<file path="src/rtl/rom_fetch_unit.sv">
// Instruction fetch controller: walks the fetch PC through the instruction ROM and
// buffers fetched words in a 2-entry queue presented to decode with valid/ready.
module rom_fetch_unit #(
   parameter int          PROFUNDIDAD = 1024,
   parameter logic [31:0] RESET_PC    = 32'h0000_0000,
   localparam int         AW          = $clog2(PROFUNDIDAD-1)
) (
   input  logic          CLK,
   input  logic          RESET,
   input  logic          run,
   input  logic          redirect,
   input  logic [31:0]   redirect_pc,
   output logic [AW-1:0] rom_addr,
   input  logic [31:0]   rom_data,
   output logic          instr_valid,
   output logic [31:0]   instr,
   output logic [31:0]   instr_pc,
   input  logic          instr_ready,
   output logic [31:0]   instr_count
);

   localparam logic [31:0] NOP_WORD = 32'h0000_0013;

   typedef enum logic [1:0] {IDLE, FETCH, FLUSH} state_t;

   state_t      r_state;
   state_t      w_state_nxt;
   logic [31:0] r_fetch_pc;
   logic [1:0]  r_cnt;
   logic [31:0] r_count;
   logic [31:0] r_q0_pc;
   logic [31:0] r_q0_word;
   logic [31:0] r_q1_pc;
   logic [31:0] r_q1_word;

   logic        w_fetch_en;
   logic        w_pop;
   logic        w_push;
   logic        w_wr_head;
   logic        w_in_range;
   logic [31:0] w_push_word;
   logic        w_unused_pc_bits;

   assign w_unused_pc_bits = &{1'b0, redirect_pc[1:0]};

   // The cycle after a redirect already fetches from the new PC, so FLUSH
   // allows a push just like FETCH; the redirect cycle itself never pushes.
   always_comb begin
      w_state_nxt = r_state;
      w_fetch_en  = 1'b0;
      case (r_state)
         IDLE:    if (run) w_state_nxt = FETCH;
         FETCH: begin
            w_fetch_en = 1'b1;
            if (!run) w_state_nxt = IDLE;
         end
         FLUSH: begin
            w_fetch_en  = 1'b1;
            w_state_nxt = run ? FETCH : IDLE;
         end
         default: w_state_nxt = FETCH;
      endcase
      if (redirect) w_state_nxt = FLUSH;
   end

   assign instr_valid = (r_cnt != 2'd0);
   assign instr       = instr_valid ? r_q0_word : 32'h0;
   assign instr_pc    = instr_valid ? r_q0_pc   : 32'h0;
   assign instr_count = r_count;
   assign rom_addr    = r_fetch_pc[AW+1:2];

   assign w_pop       = instr_valid && instr_ready && !redirect;
   assign w_push      = w_fetch_en && run && !redirect && ((r_cnt != 2'd2) || w_pop);
   assign w_in_range  = ({2'b00, r_fetch_pc[31:2]} < 32'(PROFUNDIDAD));
   assign w_push_word = w_in_range ? rom_data : NOP_WORD;
   // New entry lands at index (cnt - pop): head when the queue is or becomes empty.
   assign w_wr_head   = (r_cnt == 2'd0) || ((r_cnt == 2'd1) && w_pop);

   always_ff @(posedge CLK or posedge RESET) begin
      if (RESET) begin
         r_state    <= FETCH;
         r_fetch_pc <= RESET_PC;
         r_cnt      <= 2'd0;
         r_count    <= 32'h0;
      end else begin
         r_state <= w_state_nxt;
         if (redirect) begin
            r_cnt      <= 2'd0;
            r_fetch_pc <= {redirect_pc[31:2], 2'b00};
         end else begin
            case ({w_push, w_pop})
               2'b10:   r_cnt <= r_cnt + 2'd1;
               2'b01:   r_cnt <= r_cnt - 2'd1;
               default: r_cnt <= r_cnt;
            endcase
            if (w_push) r_fetch_pc <= r_fetch_pc + 32'd4;
         end
         if (w_pop) r_count <= r_count + 32'd1;
      end
   end

   // Queue payload carries no reset; it is masked by r_cnt on the outputs.
   always_ff @(posedge CLK) begin
      if (w_pop) begin
         r_q0_pc   <= r_q1_pc;
         r_q0_word <= r_q1_word;
      end
      if (w_push) begin
         if (w_wr_head) begin
            r_q0_pc   <= r_fetch_pc;
            r_q0_word <= w_push_word;
         end else begin
            r_q1_pc   <= r_fetch_pc;
            r_q1_word <= w_push_word;
         end
      end
   end

endmodule

</file>
<file path="config.mk">
export PLATFORM = sky130hd
export DESIGN_NAME = rom_fetch_unit
export DESIGN_NICKNAME = d
export VERILOG_FILES = /design/src/rtl/rom_fetch_unit.sv
export SDC_FILE = /design/constraint.sdc
export NUM_CORES = 1
export LEC_CHECK = 0
export BUFFER_PORTS_ARGS = -buffer_cell sky130_fd_sc_hd__buf_2
export CAP_MARGIN = 20
export CELL_PAD_IN_SITES_DETAIL_PLACEMENT = 0
export CELL_PAD_IN_SITES_GLOBAL_PLACEMENT = 1
export CORE_MARGIN = 8
export CORE_UTILIZATION = 43
export CTS_CLUSTER_SIZE = 12
export DETAILED_ROUTE_END_ITERATION = 8
export PLACE_DENSITY = 0.9
export SLEW_MARGIN = 10
export SYNTH_ARGS = -nofsm -noshare
export SYNTH_HDL_FRONTEND = slang
export SYNTH_SLANG_ARGS = --single-unit
</file>
<file path="constraint.sdc">
create_clock -name CLK -period 4.25 [get_ports CLK]
set_clock_uncertainty 0.15 [all_clocks]
set_input_delay 0.6375 -clock CLK [delete_from_list [all_inputs] [get_ports CLK]]
set_output_delay 0.6375 -clock CLK [all_outputs]
set_load 0.01 [all_outputs]
</file>
==> flow_metrics.py <==
metrics = {
    "routing": {
        "drtPass1Iterations": 5,
        "routed_via_density": 5.29,
        "route.detailed.drc": 0,
        "wirelength_mm": 22.2,
        "routed-wl-met3_mm": 1.27,
        "drt_iter0_markers": 445,
        "met2_length_mm": 10.5,
        "vias": 6947,
        "routedWlPerCell_um": 16.9,
        "wirelength_met1_mm": 10.1,
        "top_layer": "met4",
        "drt.antenna.violating_nets": 0,
    },
    "sta": {
        "post-route-period-util_pct": 72.9,
        "fin_ws_ns": 1.15,
        "drv_slew": 0,
        "clock.fmax_mhz": 323,
        "fin_hold_ws_ns": 0.251,
        "fin_crit_ns": 3.10,
        "finalHoldViolations": 0,
        "grt_setup_unrepaired": "false",
        "setup-violations-final": 0,
        "fin_setup_tns_ns": 0,
        "relSlewSlack_pct": 36.9,
        "tightest_slew_ns": 0.939,
    },
    "cells_and_area": {
        "nFillCells": 1976,
        "final_cells": 1314,
        "final_nets": 1103,
        "syn_to_final_growth_pct": 17.8,
        "n_antenna_cell": 0,
        "final_core_util_pct": 51.0,
        "multi_input_area_mm2": 0.00384,
        "post-route-cell-area_mm2": 0.0106,
        "layout-drive-gt1-share_pct": 25.4,
        "register_area_mm2": 0.00480,
    },
    "setup_path": {
        "rr_worst_depth": 6,
        "cp_max_fo": 25,
        "cpPeakStageDelay_ns": 0.72,
        "start_kind": "flip-flop",
        "timing.rr.start": "r_state[0]",
        "cpLargestDelayFamily": "simple AND/OR/NAND/NOR gates",
        "worstReg2RegEnd": "r_q1_pc[24]",
        "critical_path_class": "flip-flop to flip-flop",
        "critPathBufInv": 2,
        "cp.required_ns": 4.22,
        "cpMaxStageDelayCell": "and3_2",
        "crit_arrival_ns": 3.07,
        "crit_chain": "inv_1 -> ha_1 -> nand2_1 -> a21oi_1 -> and3_2 -> buf_4",
        "end_kind": "flip-flop",
        "regToRegSetupSlack_ns": 1.15,
    },
    "floorplanning": {
        "die_y_um": 161,
        "coreArea_mm2": 0.0208,
        "row_count": 53,
        "die_w_um": 161,
        "start_util_pct": 43.3,
        "ios": 176,
        "dieArea_mm2": 0.0259,
    },
    "yosys": {
        "synth_edf_count": 62,
        "yosysUniqueCellTypes": 58,
        "synth_area_mm2": 0.00901,
        "async_reset_ff_share_pct": 34.4,
        "avgSynthCellArea_um2": 10.2,
        "synth-main-ff-cell": "dfrtp_1",
        "ys_seq_area_share_pct": 53.2,
        "synthCells": 887,
        "yosysWarnings": 0,
        "ys_ff_latch": 192,
        "syn-num-nets": 964,
    },
    "global_routing": {
        "grt_pass1_wl_mm": 36.4,
        "grt_overflow_total": 0,
        "grt_max_degree": 107,
        "antenna_found_initial": 0,
        "grt_pass1_vias": 6868,
        "grtUsageTotal_pct": 17.2,
    },
    "power": {
        "power_switching_mw": 1.58,
        "switching_share_pct": 29.8,
        "pwr-share-seq_pct": 47.5,
        "vdd_drop_max_uv": 271,
        "power.leakage_nw": 4.26,
        "fin_total_pwr_mw": 5.30,
        "cellInternalPower_mw": 3.73,
        "pwr-share-comb_pct": 23.8,
        "cellPowerDensity_mw_per_mm2": 499,
        "clock_power_share_pct": 28.7,
    },
    "clock_network": {
        "cts_tree": "yes",
        "root_buffer": "clkbuf_16",
        "ctsLongestPathBuffers": 2,
        "clk_pin_slew_worst_paths_ns": 0.07,
        "clock_latency_ns": 0.43,
        "cts.sinks": 192,
        "h-tree-depth": 4,
        "hold_buffers": 0,
        "cts_inserted_buffers": 17,
        "post_cts_buffers": 0,
        "cts_resized": 0,
    },
    "place": {
        "dp_cells": 1281,
        "portBuffers": 173,
        "place_area_mm2": 0.0100,
        "dpl.hpwl_mm": 14.9,
        "gp_congestion": 0.821,
        "pre_cts_ws_ns": 1.13,
    },
    "worst_hold_path": {
        "worstHoldPathType": "input pin to async pin",
    },
    "status": {
        "outcome": "completed",
    },
    "run": {
        "maxCapViolCount": 0,
    },
}
-- power groups by stage --
stage	clock [mW]	combinational (mW)	sequential (mW)
floorplan	0	0.927	2.49
global placement	0	1.26	2.54
detailed placement	0	1.28	2.56
CTS	1.56	1.29	2.52
global route	1.63	1.42	2.58
finish	1.52	1.26	2.52
-- synthesized netlist by cell type, drive strengths merged (2+ instances only) --
| library cell | count | area [µm²] |
|---|---|---|
| edfxtp | 62 | 1860 |
| xnor2 | 35 | 307 |
| nor4 | 8 | 65.1 |
| a31oi | 14 | 87.6 |
| o31ai | 10 | 75.1 |
| a2111o | 2 | 22.5 |
| a21oi | 37 | 185 |
| a211oi | 5 | 37.5 |
| o211ai | 2 | 15.0 |
| clkbuf | 42 | 168 |
| and3 | 8 | 50.1 |
| and2 | 30 | 188 |
| o2111ai | 2 | 17.5 |
| ha | 8 | 100 |
| dfxtp | 64 | 1280 |
| dfrtp | 65 | 1630 |
| or4 | 14 | 108 |
| or2 | 2 | 12.5 |
| nand2 | 129 | 484 |
| and4 | 8 | 70.1 |
| nand3 | 29 | 158 |
| nor3b | 5 | 37.5 |
| or3 | 8 | 50.1 |
| a2111oi | 4 | 66.3 |
| o21ai | 46 | 230 |
| nor3 | 3 | 15.0 |
| mux2i | 33 | 330 |
| xor2 | 3 | 26.3 |
| o311ai | 6 | 52.6 |
| buf | 25 | 156 |
| nor2b | 67 | 419 |
| nor2 | 27 | 101 |
| a21o | 3 | 22.5 |
| a31o | 30 | 263 |
| nand4 | 25 | 171 |
| inv | 17 | 63.8 |
-- cells in the final DEF (no fill, tap or decap), types with 14 or more instances in the layout --
| cell type | synthesis | routed |
|---|---|---|
| buf_2 | 11 | 173 |
| a21oi_1 | 37 | 37 |
| nor2_1 | 27 | 26 |
| nand2_1 | 129 | 129 |
| dfrtp_1 | 65 | 65 |
| nor2b_1 | 67 | 67 |
| a31oi_1 | 14 | 14 |
| mux2i_1 | 33 | 33 |
| edfxtp_1 | 62 | 62 |
| dfxtp_1 | 64 | 64 |
| a31o_2 | 30 | 30 |
| o21ai_0 | 38 | 38 |
| clkbuf_16 | 0 | 19 |
| nand3_1 | 28 | 28 |
| nand4_1 | 24 | 24 |
| xnor2_1 | 35 | 35 |
| inv_1 | 17 | 16 |
| and2_1 | 30 | 30 |
-- cells by family (layout without fill, tap and decap cells) --
group           Yosys count  after routing  synth area share, %
mux                      33             33                 3.66
xor+xnor                 38             38                 3.69
simple gates            366            366                 21.7
flops                   192            192                 53.2
fa+ha+maj                 8              8                 1.11
buf+inv                  85            237                 4.34
compound gates          165            165                 12.3
-- sequential cells by signal, summed over array words and instances, names as in the netlist --
| name | count |
|---|---|
| instr_count | 32 |
| r_q0_pc | 32 |
| r_q0_word | 32 |
| r_q1_word | 32 |
| r_fetch_pc | 30 |
| r_q1_pc | 30 |
| r_cnt | 2 |
| r_state | 2 |
-- how the worst max path moves through the flow --
stage,start,end,slack (ns),cells past startpoint
global placement,instr_ready,r_q1_pc[23],1.15,5
CTS,r_state[0],r_q1_pc[23],1.13,6
detailed placement,instr_ready,r_q1_pc[23],1.13,5
floorplan,r_cnt[0],r_q1_pc[10],0.68,6
finish,r_state[0],r_q1_pc[24],1.15,6
global route,r_state[0],r_q1_pc[24],0.98,6
-- final cells by class --
type,count,area share [%]
Clock buffer,21,4.55
Clock inverter,11,0.707
Inverter,18,0.636
Multi-Input combinational cell,610,36.2
Sequential cell,192,45.2
Tap cell,275,3.24
Timing Repair Buffer,187,9.50
-- metal layers --
layer	track usage (%)	vias to the layer above
met4	5.26	0
met5	0	-
met3	4.33	26
met1	22.2	3297
met2	28.0	191
li1	-	3433
No activity file was read; power rests on OpenSTA's default activity.
